`config.mk`:
```
export PLATFORM = sky130hd
export DESIGN_NAME = uart_rx_gen
export DESIGN_NICKNAME = d
export VERILOG_FILES = /design/src/rtl/uart_rx_gen.sv
export SDC_FILE = /design/constraint.sdc
export NUM_CORES = 1
export LEC_CHECK = 0
export CORE_ASPECT_RATIO = 1.1
export CORE_MARGIN = 2
export CORE_UTILIZATION = 25
export CTS_BUF_LIST = sky130_fd_sc_hd__clkbuf_4
export DETAILED_ROUTE_END_ITERATION = 10
export GPL_TIMING_DRIVEN = 0
export PLACE_DENSITY = 0.53
export SYNTH_ARGS = -nofsm -noshare
export SYNTH_HDL_FRONTEND = slang
export SYNTH_SLANG_ARGS = --single-unit
```
`constraint.sdc`:
```
create_clock -name clk -period 2.2 [get_ports clk]
set_clock_uncertainty 0.2 [all_clocks]
set_input_delay 0.44 -clock clk [delete_from_list [all_inputs] [get_ports clk]]
set_output_delay 0.44 -clock clk [all_outputs]
set_load 0.05 [all_outputs]
```
`src/rtl/uart_rx_gen.sv`:
```
// uart_rx_gen: UART receiver, 5..9 data bits, none/even/odd parity, 1-2 stop bits; UART_RX_GEN_BREAK_DETECT_EN adds break_det.
// Latency: valid/flags one cycle after the final stop sample; no backpressure, each frame overwrites the held word.
module uart_rx_gen #(
   parameter int CLK_HZ    = 100_000_000,
   parameter int BAUD      = 115200,
   parameter int DATA_BITS = 8,
   parameter int PARITY    = 0,
   parameter int STOP_BITS = 1
) (
   input  logic                 clk,
   input  logic                 reset_n,
   input  logic                 rx_sync_in,
   output logic [DATA_BITS-1:0] rx_data,
   output logic                 valid,
   output logic                 frame_error,
   output logic                 parity_error,
   output logic                 busy,
`ifdef UART_RX_GEN_BREAK_DETECT_EN
   output logic                 break_det,
`endif
   output logic                 sample_tick
);

   localparam int TICKS_PER_BIT = CLK_HZ / BAUD;
   localparam int HALF_TICKS    = TICKS_PER_BIT / 2;
   localparam int CW            = $clog2(TICKS_PER_BIT + 1);

   localparam logic [CW-1:0] TICK_FULL     = CW'(TICKS_PER_BIT - 1);
   localparam logic [CW-1:0] TICK_HALF     = CW'(HALF_TICKS - 1);
   localparam logic [CW-1:0] TICK_ONE      = CW'(1);
   localparam logic [3:0]    BIT_DATA_LAST = 4'(DATA_BITS - 1);
   localparam logic [3:0]    BIT_STOP_LAST = 4'(STOP_BITS - 1);

   if (DATA_BITS < 5 || DATA_BITS > 9) begin : g_bad_data_bits
      $error("uart_rx_gen: DATA_BITS must be in 5..9");
   end
   if (PARITY < 0 || PARITY > 2) begin : g_bad_parity
      $error("uart_rx_gen: PARITY must be 0, 1 or 2");
   end
   if (STOP_BITS < 1 || STOP_BITS > 2) begin : g_bad_stop_bits
      $error("uart_rx_gen: STOP_BITS must be 1 or 2");
   end
   if (TICKS_PER_BIT < 2) begin : g_bad_baud
      $error("uart_rx_gen: CLK_HZ/BAUD must be at least 2");
   end

   typedef enum logic [2:0] {
      S_IDLE,
      S_START,
      S_DATA,
      S_PARITY,
      S_STOP,
      S_WAIT_IDLE
   } state_t;

   state_t               state_q, state_d;
   logic [CW-1:0]        tick_q, tick_d;
   logic [3:0]           bit_q, bit_d;
   logic [DATA_BITS-1:0] shift_q, shift_d;
   logic                 par_acc_q, par_acc_d;
   logic                 par_fail_q, par_fail_d;
   logic                 stop_fail_q, stop_fail_d;
   logic [DATA_BITS-1:0] rx_data_q, rx_data_d;
   logic                 valid_q, valid_d;
   logic                 frame_err_q, frame_err_d;
   logic                 parity_err_q, parity_err_d;
   logic                 sample;
`ifdef UART_RX_GEN_BREAK_DETECT_EN
   logic                 zero_q, zero_d;
   logic                 brk_q, brk_d;
   logic                 zero_first_stop;
`endif

   always_comb begin
      state_d      = state_q;
      tick_d       = tick_q;
      bit_d        = bit_q;
      shift_d      = shift_q;
      par_acc_d    = par_acc_q;
      par_fail_d   = par_fail_q;
      stop_fail_d  = stop_fail_q;
      rx_data_d    = rx_data_q;
      frame_err_d  = frame_err_q;
      parity_err_d = parity_err_q;
      valid_d      = 1'b0;
      sample       = 1'b0;
`ifdef UART_RX_GEN_BREAK_DETECT_EN
      zero_d          = zero_q;
      brk_d           = 1'b0;
      zero_first_stop = zero_q;
`endif

      // One down-counter times every bit; it reloads on each sample.
      if (state_q inside {S_START, S_DATA, S_PARITY, S_STOP}) begin
         sample = (tick_q == '0);
         tick_d = sample ? TICK_FULL : tick_q - TICK_ONE;
      end

      unique case (state_q)
         S_IDLE: begin
            if (!rx_sync_in) begin
               state_d     = S_START;
               tick_d      = TICK_HALF;
               bit_d       = BIT_DATA_LAST;
               par_acc_d   = 1'b0;
               par_fail_d  = 1'b0;
               stop_fail_d = 1'b0;
`ifdef UART_RX_GEN_BREAK_DETECT_EN
               zero_d      = 1'b1;
`endif
            end
         end
         S_START: begin
            if (sample) begin
               state_d = rx_sync_in ? S_IDLE : S_DATA;
            end
         end
         S_DATA: begin
            if (sample) begin
               shift_d   = {rx_sync_in, shift_q[DATA_BITS-1:1]};
               par_acc_d = par_acc_q ^ rx_sync_in;
`ifdef UART_RX_GEN_BREAK_DETECT_EN
               zero_d    = zero_q & ~rx_sync_in;
`endif
               if (bit_q == '0) begin
                  bit_d   = BIT_STOP_LAST;
                  state_d = (PARITY != 0) ? S_PARITY : S_STOP;
               end else begin
                  bit_d = bit_q - 4'd1;
               end
            end
         end
         S_PARITY: begin
            if (sample) begin
               par_fail_d = (PARITY == 2) ? ~(par_acc_q ^ rx_sync_in)
                                          :  (par_acc_q ^ rx_sync_in);
`ifdef UART_RX_GEN_BREAK_DETECT_EN
               zero_d     = zero_q & ~rx_sync_in;
`endif
               state_d    = S_STOP;
            end
         end
         S_STOP: begin
            if (sample) begin
               stop_fail_d = stop_fail_q | ~rx_sync_in;
`ifdef UART_RX_GEN_BREAK_DETECT_EN
               if (bit_q == BIT_STOP_LAST) begin
                  zero_first_stop = zero_q & ~rx_sync_in;
               end
               zero_d = zero_first_stop;
`endif
               if (bit_q == '0) begin
                  valid_d      = 1'b1;
                  rx_data_d    = shift_q;
                  frame_err_d  = stop_fail_q | ~rx_sync_in;
                  parity_err_d = par_fail_q;
`ifdef UART_RX_GEN_BREAK_DETECT_EN
                  brk_d        = zero_first_stop;
`endif
                  // A low final stop may be a break; wait for the line to rise.
                  state_d      = rx_sync_in ? S_IDLE : S_WAIT_IDLE;
               end else begin
                  bit_d = bit_q - 4'd1;
               end
            end
         end
         S_WAIT_IDLE: begin
            if (rx_sync_in) begin
               state_d = S_IDLE;
            end
         end
         default: state_d = S_IDLE;
      endcase
   end

   always_ff @(posedge clk or negedge reset_n) begin
      if (!reset_n) begin
         state_q      <= S_IDLE;
         tick_q       <= '0;
         bit_q        <= '0;
         shift_q      <= '0;
         par_acc_q    <= 1'b0;
         par_fail_q   <= 1'b0;
         stop_fail_q  <= 1'b0;
         rx_data_q    <= '0;
         valid_q      <= 1'b0;
         frame_err_q  <= 1'b0;
         parity_err_q <= 1'b0;
`ifdef UART_RX_GEN_BREAK_DETECT_EN
         zero_q       <= 1'b0;
         brk_q        <= 1'b0;
`endif
      end else begin
         state_q      <= state_d;
         tick_q       <= tick_d;
         bit_q        <= bit_d;
         shift_q      <= shift_d;
         par_acc_q    <= par_acc_d;
         par_fail_q   <= par_fail_d;
         stop_fail_q  <= stop_fail_d;
         rx_data_q    <= rx_data_d;
         valid_q      <= valid_d;
         frame_err_q  <= frame_err_d;
         parity_err_q <= parity_err_d;
`ifdef UART_RX_GEN_BREAK_DETECT_EN
         zero_q       <= zero_d;
         brk_q        <= brk_d;
`endif
      end
   end

   assign rx_data      = rx_data_q;
   assign valid        = valid_q;
   assign frame_error  = frame_err_q;
   assign parity_error = parity_err_q;
   assign busy         = (state_q != S_IDLE);
   assign sample_tick  = sample;
`ifdef UART_RX_GEN_BREAK_DETECT_EN
   assign break_det    = brk_q;
`endif

endmodule

```
==> results of run 1 <==
## cell usage in the layout (no fill, tap or decap), types with 2 or more instances in the layout
cell type,count
or3_1,4
ha_1,2
buf_6,4
nand4b_1,2
clkbuf_1,2
clkdlybuf4s50_1,2
nor3_4,3
buf_4,17
o41ai_1,2
or4_1,2
nor2_1,6
a21oi_1,4
mux2_4,10
a211oi_1,2
dfrtp_2,2
nor3_1,3
nand2b_1,3
dfrtp_1,37
dlymetal6s2s_1,8
bufinv_16,2
clkbuf_4,7
nand2_1,9
mux2_2,7
buf_2,2
mux2i_1,3
inv_1,6
o21ai_0,8
nand3_4,2
nor4_1,3
a22o_1,2
nand3_1,5
nor3b_1,3
buf_12,2
xnor2_1,4
nand4_1,4
## sequential cells by signal (all words and copies together) (netlist names)
name and flops:
frame_error 1, par_acc_q 1, parity_error 1, shift_q 8, par_fail_q 1, valid 1
rx_data 8, tick_q 10, state_q 3, bit_q 4, stop_fail_q 1
## repair_timing
action / CTS / global route
endpoints found under the hold margin: 12 / 0
pin swaps: 7 / 2
gates cloned: 1 / 0
buffers inserted: 12 / 5
hold buffers: 1 / 0
setup endpoints to repair: 20 / 30
gates resized for setup: 27 / 31
## worst min path at each step
stage / startpoint / to / slack [ps] / depth (start not counted)
finish: rx_sync_in / par_acc_q / 260 / 3
detailed placement: reset_n / tick_q[6] / 160 / 1
floorplan: reset_n / bit_q[0] / -60 / 0
global placement: stop_fail_q / stop_fail_q / 280 / 2
CTS: rx_sync_in / par_acc_q / 270 / 3
global route: rx_sync_in / par_acc_q / 270 / 3
## where the power goes
| part | switching [mW] | internal, mW |
|---|---|---|
| sequential | 0.110 | 0.789 |
| clock | 0.240 | 0.367 |
| combinational | 0.154 | 0.183 |
## cell families (layout without fill, tap and decap cells)
| logic type | Yosys count | count (layout) | synth area share, % |
|---|---|---|---|
| xor+xnor | 5 | 5 | 2.23 |
| simple gates | 58 | 58 | 19.1 |
| compound gates | 33 | 33 | 12.5 |
| other cells | 0 | 1 | 0 |
| buf+inv | 15 | 57 | 3.31 |
| flops | 39 | 39 | 49.6 |
| mux | 20 | 20 | 11.3 |
| fa+ha+maj | 3 | 3 | 1.91 |
## layer usage
metal	vias to the layer above	part of all wire (%)	global-route usage (%)
met5	-	0	0
met4	0	2.1	5.01
met3	5	1.5	2.13
met2	13	50	17.9
met1	762	46	13.8
li1	731	-	-
## worst min-delay path, cell delays in order
cell and delay (ps):
buf_2 150, nand3_1 110, mux2i_1 80
## per-stage QoR
| stage | total power, mW | instances |
|---|---|---|
| floorplan | 1.08 | 173 |
| global placement | 1.15 | 292 |
| detailed placement | 1.16 | 293 |
| CTS | 1.84 | 315 |
| global route | 1.94 | 321 |
| finish | 1.84 | 321 |
## final cells by class
class	instances	area, sq um
fillers	742	4880
inverters	7	26.3
flip-flops and latches	39	978
diodes	1	2.50
repair buffers	34	345
plain buffers	8	51.3
multi-input cells	119	1040
well taps	105	131
clock inverters	2	60.1
clock buffers	6	45.0
==> metrics.txt, run 1 <==
# TYPE chip_impl_metric gauge
chip_impl_info{name="cp-start-kind",value="register"} 1
chip_impl_metric{name="placement.io_buffers",unit=""} 14
chip_impl_metric{name="post_drt_via_cell_ratio",unit=""} 4.71
chip_impl_metric{name="final_util",unit="%"} 35.5
chip_impl_metric{name="die_h",unit="um"} 97.0
chip_impl_metric{name="drcViolationCount",unit=""} 0
chip_impl_metric{name="cts_sinks",unit=""} 39
chip_impl_info{name="timing.critical_path.to",value="sample_tick"} 1
chip_impl_metric{name="hold_viol_final",unit=""} 0
chip_impl_metric{name="grt_first_pass_wirelength",unit="mm"} 7.44
chip_impl_metric{name="grt_max_degree",unit=""} 28
chip_impl_metric{name="crit_cells",unit=""} 6
chip_impl_info{name="critical_path.startpoint",value="tick_q[1]"} 1
chip_impl_metric{name="cap_violations",unit=""} 0
chip_impl_metric{name="drt_wl_total",unit="mm"} 4.30
chip_impl_metric{name="worst_r2r_path_depth",unit=""} 8
chip_impl_metric{name="min_period_over_period",unit="%"} 103
chip_impl_metric{name="synthesis.yosys.warnings",unit=""} 0
chip_impl_metric{name="worst_path_buf_inv",unit=""} 2
chip_impl_metric{name="ys_ff_latch",unit=""} 39
chip_impl_metric{name="grt_antenna_before_repair",unit=""} 1
chip_impl_metric{name="vias",unit=""} 1511
chip_impl_metric{name="drt-initial-drc-count",unit=""} 52
chip_impl_info{name="hold_path.class",value="in -> reg"} 1
chip_impl_metric{name="post_dp_cell_area",unit="sq um"} 2260
chip_impl_metric{name="grt_usage",unit="%"} 11.0
chip_impl_metric{name="post_synth_inst_count",unit=""} 173
chip_impl_metric{name="final_design_area_no_fill",unit="sq um"} 2680
chip_impl_metric{name="detail-route-antenna-nets",unit=""} 0
chip_impl_metric{name="timing_max_transition_violations_final",unit=""} 0
chip_impl_info{name="root_driver",value="clkbuf_4"} 1
chip_impl_info{name="synth_flop_cell",value="dfrtp_1"} 1
chip_impl_metric{name="io-pin-count",unit=""} 16
chip_impl_metric{name="dieWidth",unit="um"} 88.6
chip_impl_metric{name="routedWlPerCell",unit="um"} 13.4
chip_impl_metric{name="dr.pass1.iters",unit=""} 4
chip_impl_metric{name="core.rowCount",unit=""} 33
chip_impl_metric{name="final.min_clock_period",unit="ps"} 2270
chip_impl_info{name="cp-end-kind",value="output port"} 1
chip_impl_info{name="violations",value="negative setup slack"} 1
chip_impl_metric{name="power.density",unit="nW/um^2"} 688
chip_impl_metric{name="cp.required",unit="ps"} 1560
chip_impl_info{name="synth_largest_area_cell",value="dfrtp_1"} 1
chip_impl_metric{name="drive_gt1_share",unit="%"} 34.0
chip_impl_metric{name="area.growth.synth_to_final",unit="%"} 36.3
chip_impl_info{name="cpLargestDelayFamily",value="simple AND/OR/NAND/NOR gates"} 1
chip_impl_metric{name="ys_async_sr_fraction",unit="%"} 100
chip_impl_info{name="netlist_top_cells_area",value="dfrtp_1 (50%), mux2_2 (9.7%), o21ai_0 (2.0%)"} 1
chip_impl_metric{name="power.static_leakage",unit="nW"} 1.35
chip_impl_metric{name="worst-slew-pin-transition",unit="ps"} 888
chip_impl_metric{name="synthDistinctLibCells",unit=""} 50
chip_impl_metric{name="flop2flop_setup_slack",unit="ps"} -30
chip_impl_metric{name="worst-path-max-fanout",unit=""} 2
chip_impl_metric{name="fin_tns_setup",unit="ps"} -256
chip_impl_metric{name="cts_inserted_buffers",unit=""} 5
chip_impl_metric{name="syn_area_cell",unit="sq um"} 11.4
chip_impl_metric{name="synth.cell_area",unit="sq um"} 1970
chip_impl_metric{name="synth-seq-area-share",unit="%"} 49.6
chip_impl_info{name="reg2reg_from",value="tick_q[1]"} 1
chip_impl_metric{name="first_global_vias",unit=""} 1561
chip_impl_metric{name="ir_worst_vdd",unit="uV"} 290
chip_impl_metric{name="final_nets",unit=""} 220
chip_impl_metric{name="arrival",unit="ps"} 1630
chip_impl_metric{name="ctsHtreeMaxLevel",unit=""} 2
chip_impl_metric{name="initial_core_util",unit="%"} 26.0
chip_impl_metric{name="worst_hold_slack",unit="ps"} 260
chip_impl_metric{name="setup_viol",unit=""} 11
chip_impl_metric{name="floorplan.core_area",unit="sq um"} 7560
chip_impl_info{name="unrepaired_setup_endpoints_after_global_routing",value="true"} 1
chip_impl_metric{name="grt_overflow_total",unit=""} 0
chip_impl_metric{name="clk-insertion-delay-late",unit="ps"} 350
chip_impl_info{name="most_numerous_cell_in_the_yosys_netlist",value="dfrtp_1"} 1
chip_impl_metric{name="placement.setup.worst_slack",unit="ps"} -789
chip_impl_info{name="outcome",value="finished with violations"} 1
chip_impl_info{name="r2r-end",value="bit_q[3]"} 1
chip_impl_info{name="setup.worst_path.class",value="reg -> out"} 1
chip_impl_metric{name="yosys.area.top_type_share",unit="%"} 49.6
chip_impl_info{name="synth_common_cells",value="dfrtp_1 (39), mux2_2 (17), nand2_1 (9)"} 1
chip_impl_metric{name="syn-num-nets",unit=""} 179
chip_impl_info{name="critPathSlowestCell",value="dfrtp_1"} 1
chip_impl_info{name="tritoncts",value="yes"} 1
chip_impl_metric{name="synth-edff-count",unit=""} 0
chip_impl_metric{name="clock_pin_slew_on_the_worst_setup_and_hold_paths",unit="ps"} 120
chip_impl_metric{name="dieArea",unit="sq um"} 8590
chip_impl_metric{name="worst_slew_margin_rel",unit="%"} 40.3
chip_impl_metric{name="slowest_delay",unit="ps"} 400
chip_impl_info{name="worstPathCellList",value="inv_1, ha_4, nor3b_4, nand3_4, nor2_4, buf_8"} 1
chip_impl_metric{name="place_hpwl",unit="mm"} 2.84
chip_impl_metric{name="fmaxAchievable",unit="MHz"} 441
chip_impl_metric{name="clock_tree_buf_depth",unit=""} 2
chip_impl_metric{name="fin_ws",unit="ps"} -69.8
chip_impl_metric{name="routability_congestion",unit=""} 0.756
Note: power is estimated with default switching activity, not from simulation.
==> run 2, diff against run 1 <==
--- a/config.mk
+++ b/config.mk
@@ -5,6 +5,7 @@
 export SDC_FILE = /design/constraint.sdc
 export NUM_CORES = 1
 export LEC_CHECK = 0
+export CAP_MARGIN = 25
 export CORE_ASPECT_RATIO = 1.1
 export CORE_MARGIN = 2
 export CORE_UTILIZATION = 25
@@ -12,6 +13,7 @@
 export DETAILED_ROUTE_END_ITERATION = 10
 export GPL_TIMING_DRIVEN = 0
 export PLACE_DENSITY = 0.53
+export RECOVER_POWER = 50
 export SYNTH_ARGS = -nofsm -noshare
 export SYNTH_HDL_FRONTEND = slang
 export SYNTH_SLANG_ARGS = --single-unit
==> run 2 against run 1 <==
- the run still ends with negative setup slack left
- non-clock buffer count is the same
- combinational power shrank 1%
- critical path depth is the same
- setup slack is essentially flat
- highest routed layer unchanged
==> metrics.txt, run 2 (synthesis results as in run 1) <==
# TYPE chip_impl_metric gauge
chip_impl_metric{name="routability_congestion",unit=""} 0.756
chip_impl_info{name="reg2reg_from",value="state_q[0]"} 1
chip_impl_metric{name="arrival",unit="ps"} 1630
chip_impl_info{name="violations",value="negative setup slack"} 1
chip_impl_metric{name="seqCellArea",unit="sq um"} 978
chip_impl_info{name="worstPathCellList",value="inv_1, ha_4, nor3b_4, nand3_4, nor2_4, buf_8"} 1
chip_impl_metric{name="grt_first_pass_wirelength",unit="mm"} 7.44
chip_impl_metric{name="area.growth.synth_to_final",unit="%"} 35.4
chip_impl_metric{name="first_global_vias",unit=""} 1561
chip_impl_info{name="layout.cells.most_common",value="dfrtp_1"} 1
chip_impl_metric{name="cts_sinks",unit=""} 39
chip_impl_metric{name="min_period_over_period",unit="%"} 103
chip_impl_info{name="hold_path_startpoint",value="rx_sync_in"} 1
chip_impl_metric{name="instances_no_fill",unit=""} 321
chip_impl_metric{name="detail-route-antenna-nets",unit=""} 0
chip_impl_info{name="layout_common_cells",value="dfrtp_1 (37), buf_4 (17), mux2_4 (10)"} 1
chip_impl_metric{name="fin_ws",unit="ps"} -69.8
chip_impl_metric{name="core.rowCount",unit=""} 33
chip_impl_metric{name="routedWlPerCell",unit="um"} 13.4
chip_impl_metric{name="switching_fraction_of_total_power",unit="%"} 27.3
chip_impl_info{name="critical_path.startpoint",value="tick_q[1]"} 1
chip_impl_metric{name="cp.required",unit="ps"} 1560
chip_impl_metric{name="clock_pin_slew_on_the_worst_setup_and_hold_paths",unit="ps"} 120
chip_impl_metric{name="placed_cells",unit=""} 293
chip_impl_metric{name="floorplan.core_area",unit="sq um"} 7560
chip_impl_metric{name="p_seq_share",unit="%"} 48.9
chip_impl_metric{name="initial_core_util",unit="%"} 26.0
chip_impl_metric{name="placement.io_buffers",unit=""} 14
chip_impl_metric{name="worst-slew-pin-transition",unit="ps"} 887
chip_impl_metric{name="drive_gt1_share",unit="%"} 33.5
chip_impl_metric{name="met3_usage",unit="%"} 2.13
chip_impl_metric{name="drt-initial-drc-count",unit=""} 55
chip_impl_info{name="tritoncts",value="yes"} 1
chip_impl_metric{name="grt.met1_usage",unit="%"} 13.8
chip_impl_metric{name="dieArea",unit="sq um"} 8590
chip_impl_metric{name="dieWidth",unit="um"} 88.6
chip_impl_metric{name="die_h",unit="um"} 97.0
chip_impl_info{name="largest_register",value="tick_q"} 1
chip_impl_metric{name="drt_wl_total",unit="mm"} 4.31
chip_impl_metric{name="fin_tns_setup",unit="ps"} -259
chip_impl_metric{name="power.static_leakage",unit="nW"} 1.34
chip_impl_metric{name="place_hpwl",unit="mm"} 2.84
chip_impl_metric{name="combPwrFrac",unit="%"} 18.1
chip_impl_metric{name="fillers",unit=""} 744
chip_impl_metric{name="drcViolationCount",unit=""} 0
chip_impl_metric{name="power.share.clock",unit="%"} 33.0
chip_impl_metric{name="internal_power",unit="mW"} 1.34
chip_impl_metric{name="post_dp_cell_area",unit="sq um"} 2260
chip_impl_metric{name="final_nets",unit=""} 220
chip_impl_metric{name="cap_violations",unit=""} 0
chip_impl_metric{name="setup_viol",unit=""} 11
chip_impl_metric{name="final_design_area_no_fill",unit="sq um"} 2660
chip_impl_info{name="cp-start-kind",value="register"} 1
chip_impl_metric{name="vias",unit=""} 1512
chip_impl_metric{name="final.min_clock_period",unit="ps"} 2270
chip_impl_metric{name="cts_inserted_buffers",unit=""} 5
chip_impl_info{name="critPathSlowestCell",value="dfrtp_1"} 1
chip_impl_metric{name="power.switching",unit="mW"} 0.502
chip_impl_metric{name="slowest_delay",unit="ps"} 400
chip_impl_info{name="hold_path.class",value="in -> reg"} 1
chip_impl_info{name="gr-max-usage-layer",value="met2"} 1
chip_impl_metric{name="worst-path-max-fanout",unit=""} 2
chip_impl_metric{name="largest_register_ffs",unit=""} 10
chip_impl_metric{name="multi_input_comb_area",unit="sq um"} 1040
chip_impl_metric{name="grt_usage",unit="%"} 11.0
chip_impl_metric{name="ctsHtreeMaxLevel",unit=""} 2
chip_impl_metric{name="fmaxAchievable",unit="MHz"} 441
chip_impl_info{name="unrepaired_setup_endpoints_after_global_routing",value="true"} 1
chip_impl_metric{name="worst_slew_margin_rel",unit="%"} 40.3
chip_impl_metric{name="clock_tree_buf_depth",unit=""} 2
chip_impl_metric{name="grt_overflow_total",unit=""} 0
chip_impl_metric{name="grt_max_degree",unit=""} 28
chip_impl_metric{name="hold_viol_final",unit=""} 0
chip_impl_metric{name="placement.setup.worst_slack",unit="ps"} -789
chip_impl_metric{name="post_drt_via_cell_ratio",unit=""} 4.71
chip_impl_info{name="setup.worst_path.class",value="reg -> out"} 1
chip_impl_metric{name="ir_worst_vdd",unit="uV"} 290
chip_impl_metric{name="clk-insertion-delay-late",unit="ps"} 350
chip_impl_info{name="outcome",value="finished with violations"} 1
chip_impl_metric{name="timing_max_transition_violations_final",unit=""} 0
chip_impl_metric{name="grt_antenna_before_repair",unit=""} 1
chip_impl_metric{name="io-pin-count",unit=""} 16
chip_impl_metric{name="power.density",unit="nW/um^2"} 690
chip_impl_metric{name="use_met2",unit="%"} 17.9
chip_impl_info{name="cp-end-kind",value="output port"} 1
chip_impl_info{name="root_driver",value="clkbuf_4"} 1
chip_impl_metric{name="dr.pass1.iters",unit=""} 4
## run 2: cell types whose count changed in the layout (fill, tap and decap cells not counted), sizes merged
cell    previous run  this run
buf               26        25
clkbuf            10        11
## run 2: metrics by stage
step | hold slack [ps] | power, mW | utilization [%]
2_1_floorplan | -55.6 | 1.08 | -
3_3_place_gp | 278 | 1.15 | 29.7
3_5_place_dp | 164 | 1.16 | 29.9
4_1_cts | 265 | 1.84 | 33.4
5_1_grt | 270 | 1.94 | 35.3
6_report | 261 | 1.84 | 35.3
## run 2: power groups by stage
stage / Combinational (mW) / Clock (mW) / Sequential [mW]
floorplan: 0.190 / 0 / 0.894
detailed placement: 0.243 / 0 / 0.917
global placement: 0.236 / 0 / 0.912
CTS: 0.316 / 0.624 / 0.898
finish: 0.333 / 0.606 / 0.899
global route: 0.372 / 0.648 / 0.918
## run 2: final cells by class
cell class | count | share of cell area (%)
antenna | 1 | 0.0939
buffer | 8 | 1.93
clock buffer | 6 | 1.69
clock inverter | 2 | 2.25
inverter | 7 | 0.986
multi-input combinational | 119 | 39.0
sequential | 39 | 36.7
tap | 105 | 4.93
timing repair buffer | 34 | 12.4
## run 2: critical path, delay by kind of cell (launching register included)
kind	cells	cell delay (ps)
flops	1	400
fa+ha+maj	1	140
simple gates	3	490
buf+inv	2	250
## run 2: per-layer routing
layer / vias to the layer above / wire, um / share of wire [%]
li1: 731 / - / -
met1: 763 / 2000 / 47
met2: 13 / 2150 / 50
met3: 5 / 64 / 1.5
met4: 0 / 89 / 2.1
met5: - / 0 / 0
## run 2: path summary, 6_finish.rpt
kind,to,slack (ps),cells after the start
max,sample_tick,-70,6
min,par_acc_q,260,3
min reg2reg,par_acc_q,310,1
max in group asynchronous,shift_q[7],310,3
min in group asynchronous,tick_q[4],450,2
max reg2reg,rx_data[3],-30,5
## run 2: what timing repair did
item / 4_1_cts / 5_1_grt
setup endpoints to repair: 20 / 30
gates resized for setup: 27 / 31
endpoints found under the hold margin: 12 / 0
hold buffers: 1 / 0
setup buffers: 12 / 5
pin swaps: 7 / 2
gates cloned: 1 / 0
==> run 3, diff against run 2 <==
--- a/config.mk
+++ b/config.mk
@@ -6,13 +6,15 @@
 export NUM_CORES = 1
 export LEC_CHECK = 0
 export CAP_MARGIN = 25
+export CELL_PAD_IN_SITES_DETAIL_PLACEMENT = 2
+export CELL_PAD_IN_SITES_GLOBAL_PLACEMENT = 2
 export CORE_ASPECT_RATIO = 1.1
 export CORE_MARGIN = 2
 export CORE_UTILIZATION = 25
 export CTS_BUF_LIST = sky130_fd_sc_hd__clkbuf_4
 export DETAILED_ROUTE_END_ITERATION = 10
 export GPL_TIMING_DRIVEN = 0
-export PLACE_DENSITY = 0.53
+export PLACE_DENSITY = 0.68
 export RECOVER_POWER = 50
 export SYNTH_ARGS = -nofsm -noshare
 export SYNTH_HDL_FRONTEND = slang
==> run 3 against run 2 <==
- the run still ends with negative setup slack left
- utilization is 1.1 points lower
- wire length grew 15%
- die area unchanged
- non-clock buffer count increased by 3
- maximum frequency fell by 0.93%
- sequential power hardly changed
==> metrics.txt, run 3 (synthesis results as in run 1) <==
# TYPE chip_impl_metric gauge
chip_impl_metric{name="drcViolationCount",unit=""} 0
chip_impl_metric{name="vias",unit=""} 1553
chip_impl_metric{name="clock_tree_buf_depth",unit=""} 2
chip_impl_metric{name="fmaxAchievable",unit="MHz"} 436
chip_impl_metric{name="io-pin-count",unit=""} 16
chip_impl_metric{name="dr.pass1.iters",unit=""} 4
chip_impl_metric{name="placement.setup.worst_slack",unit="ps"} -885
chip_impl_metric{name="drt_wl_total",unit="mm"} 4.95
chip_impl_info{name="root_driver",value="clkbuf_4"} 1
chip_impl_metric{name="ctsHtreeMaxLevel",unit=""} 2
chip_impl_metric{name="worst_hold_slack",unit="ps"} 269
chip_impl_metric{name="placement.io_buffers",unit=""} 14
chip_impl_info{name="layout.cells.most_common",value="dfrtp_1"} 1
chip_impl_info{name="violations",value="negative setup slack"} 1
chip_impl_metric{name="cts_sinks",unit=""} 39
chip_impl_metric{name="combPwrFrac",unit="%"} 20.6
chip_impl_info{name="setup.worst_path.class",value="reg -> out"} 1
chip_impl_metric{name="internal_power",unit="mW"} 1.11
chip_impl_info{name="tritoncts",value="yes"} 1
chip_impl_metric{name="total_power_draw",unit="mW"} 1.64
chip_impl_info{name="layout_common_cells",value="dfrtp_1 (37), buf_4 (20), mux2_2 (16)"} 1
chip_impl_info{name="largest_register",value="tick_q"} 1
chip_impl_info{name="worstPathCellList",value="inv_2, ha_4, nor3b_4, nand3_4, nor2_4, buf_8"} 1
chip_impl_metric{name="clk-insertion-delay-late",unit="ps"} 360
chip_impl_metric{name="first_global_vias",unit=""} 1708
chip_impl_metric{name="grt_overflow_total",unit=""} 0
chip_impl_metric{name="power.switching",unit="mW"} 0.529
chip_impl_metric{name="drive_gt1_share",unit="%"} 34.4
chip_impl_metric{name="detail-route-antenna-nets",unit=""} 0
chip_impl_metric{name="instances_no_fill",unit=""} 323
chip_impl_metric{name="final_design_area_no_fill",unit="sq um"} 2580
chip_impl_metric{name="area.growth.synth_to_final",unit="%"} 31.0
chip_impl_metric{name="worst-path-max-fanout",unit=""} 2
chip_impl_metric{name="worst_slew_margin_rel",unit="%"} 33.7
chip_impl_info{name="critPathSlowestCell",value="dfrtp_1"} 1
chip_impl_metric{name="min_period_over_period",unit="%"} 104
chip_impl_info{name="outcome",value="finished with violations"} 1
chip_impl_metric{name="post_dp_cell_area",unit="sq um"} 2270
chip_impl_metric{name="routability_congestion",unit=""} 0.750
chip_impl_metric{name="p_seq_share",unit="%"} 55.0
chip_impl_metric{name="cts_inserted_buffers",unit=""} 5
chip_impl_metric{name="grt_max_degree",unit=""} 23
chip_impl_metric{name="ir_worst_vdd",unit="uV"} 176
chip_impl_metric{name="initial_core_util",unit="%"} 26.0
chip_impl_metric{name="placed_cells",unit=""} 293
chip_impl_metric{name="place_hpwl",unit="mm"} 3.34
chip_impl_metric{name="final_util",unit="%"} 34.1
chip_impl_metric{name="arrival",unit="ps"} 1650
chip_impl_metric{name="power.share.clock",unit="%"} 24.4
chip_impl_metric{name="worst-slew-pin-transition",unit="ps"} 994
chip_impl_metric{name="largest_register_ffs",unit=""} 10
chip_impl_metric{name="final_nets",unit=""} 223
chip_impl_metric{name="final.min_clock_period",unit="ps"} 2290
chip_impl_metric{name="grt_antenna_before_repair",unit=""} 0
chip_impl_metric{name="cp.required",unit="ps"} 1560
chip_impl_metric{name="worst_path_buf_inv",unit=""} 2
chip_impl_info{name="cp-start-kind",value="register"} 1
chip_impl_metric{name="clock_pin_slew_on_the_worst_setup_and_hold_paths",unit="ps"} 140
chip_impl_metric{name="grt_first_pass_wirelength",unit="mm"} 8.76
chip_impl_metric{name="fin_ws",unit="ps"} -91.1
chip_impl_metric{name="floorplan.core_area",unit="sq um"} 7560
chip_impl_metric{name="hold_viol_final",unit=""} 0
chip_impl_metric{name="die_h",unit="um"} 97.0
chip_impl_metric{name="power.static_leakage",unit="nW"} 1.33
chip_impl_metric{name="timing_max_transition_violations_final",unit=""} 0
chip_impl_info{name="unrepaired_setup_endpoints_after_global_routing",value="true"} 1
chip_impl_metric{name="slowest_delay",unit="ps"} 410
chip_impl_metric{name="routedWlPerCell",unit="um"} 15.3
chip_impl_metric{name="dieArea",unit="sq um"} 8590
chip_impl_metric{name="dieWidth",unit="um"} 88.6
chip_impl_metric{name="switching_fraction_of_total_power",unit="%"} 32.3
chip_impl_metric{name="power.density",unit="nW/um^2"} 635
chip_impl_metric{name="fin_tns_setup",unit="ps"} -442
chip_impl_metric{name="post_drt_via_cell_ratio",unit=""} 4.81
chip_impl_info{name="cpLargestDelayFamily",value="simple AND/OR/NAND/NOR gates"} 1
chip_impl_metric{name="setup_viol",unit=""} 11
chip_impl_info{name="cp-end-kind",value="output port"} 1
chip_impl_metric{name="core.rowCount",unit=""} 33
chip_impl_metric{name="drt-initial-drc-count",unit=""} 45
chip_impl_metric{name="grt_usage",unit="%"} 13.0
chip_impl_metric{name="antenna_diodes",unit=""} 0
chip_impl_metric{name="cap_violations",unit=""} 0
chip_impl_info{name="hold_path.class",value="in -> reg"} 1
==> run 3: power by group through the flow <==
stage          Sequential [mW]  Clock, mW  Combinational, mW
3_5_place_dp             0.921          0              0.251
3_3_place_gp             0.914          0              0.238
2_1_floorplan            0.894          0              0.190
6_report                 0.900      0.400              0.336
5_1_grt                  0.918      0.450              0.381
4_1_cts                  0.902      0.423              0.344
==> run 3: final cells by class <==
| class | count | area [sq um] |
|---|---|---|
| inverter | 7 | 26.3 |
| sequential | 39 | 978 |
| fill | 806 | 4980 |
| multi-input combinational | 119 | 993 |
| timing repair buffer | 37 | 335 |
| tap | 105 | 131 |
| clock inverter | 2 | 12.5 |
| buffer | 8 | 55.1 |
| clock buffer | 6 | 45.0 |
==> run 3: metal layers <==
layer  GRT usage, %  routed length (um)  share of wire (%)  vias up
li1               -                   -                  -      735
met1           17.0                2300                 46      803
met2           21.3                2540                 51       11
met3           2.56                  50                1.0        4
met4           4.20                  63                1.3        0
met5              0                   0                  0        -
==> run 3: final timing paths <==
path / from / to / slack [ps] / cells past startpoint
max: tick_q[0] / sample_tick / -90 / 6
min: rx_sync_in / par_acc_q / 270 / 3
max reg2reg: tick_q[0] / rx_data[6] / -60 / 8
min reg2reg: rx_data[3] / rx_data[3] / 320 / 1
max in group asynchronous: reset_n / state_q[0] / 130 / 3
min in group asynchronous: reset_n / bit_q[0] / 550 / 2
==> run 3: worst min-delay path, delay by kind of cell <==
kind                   cells  cell delay (ps)
and+or+nand+nor            1              110
muxes                      1               80
buffers and inverters      1              160
==> run 3: what timing repair did <==
action / in CTS / in global routing
hold buffers: 1 / 0
gates cloned: 1 / 0
endpoints found under the hold margin: 17 / 0
setup buffers: 17 / 3
pin swaps: 7 / 4
resized for setup: 32 / 18
endpoints found under the setup margin: 24 / 32
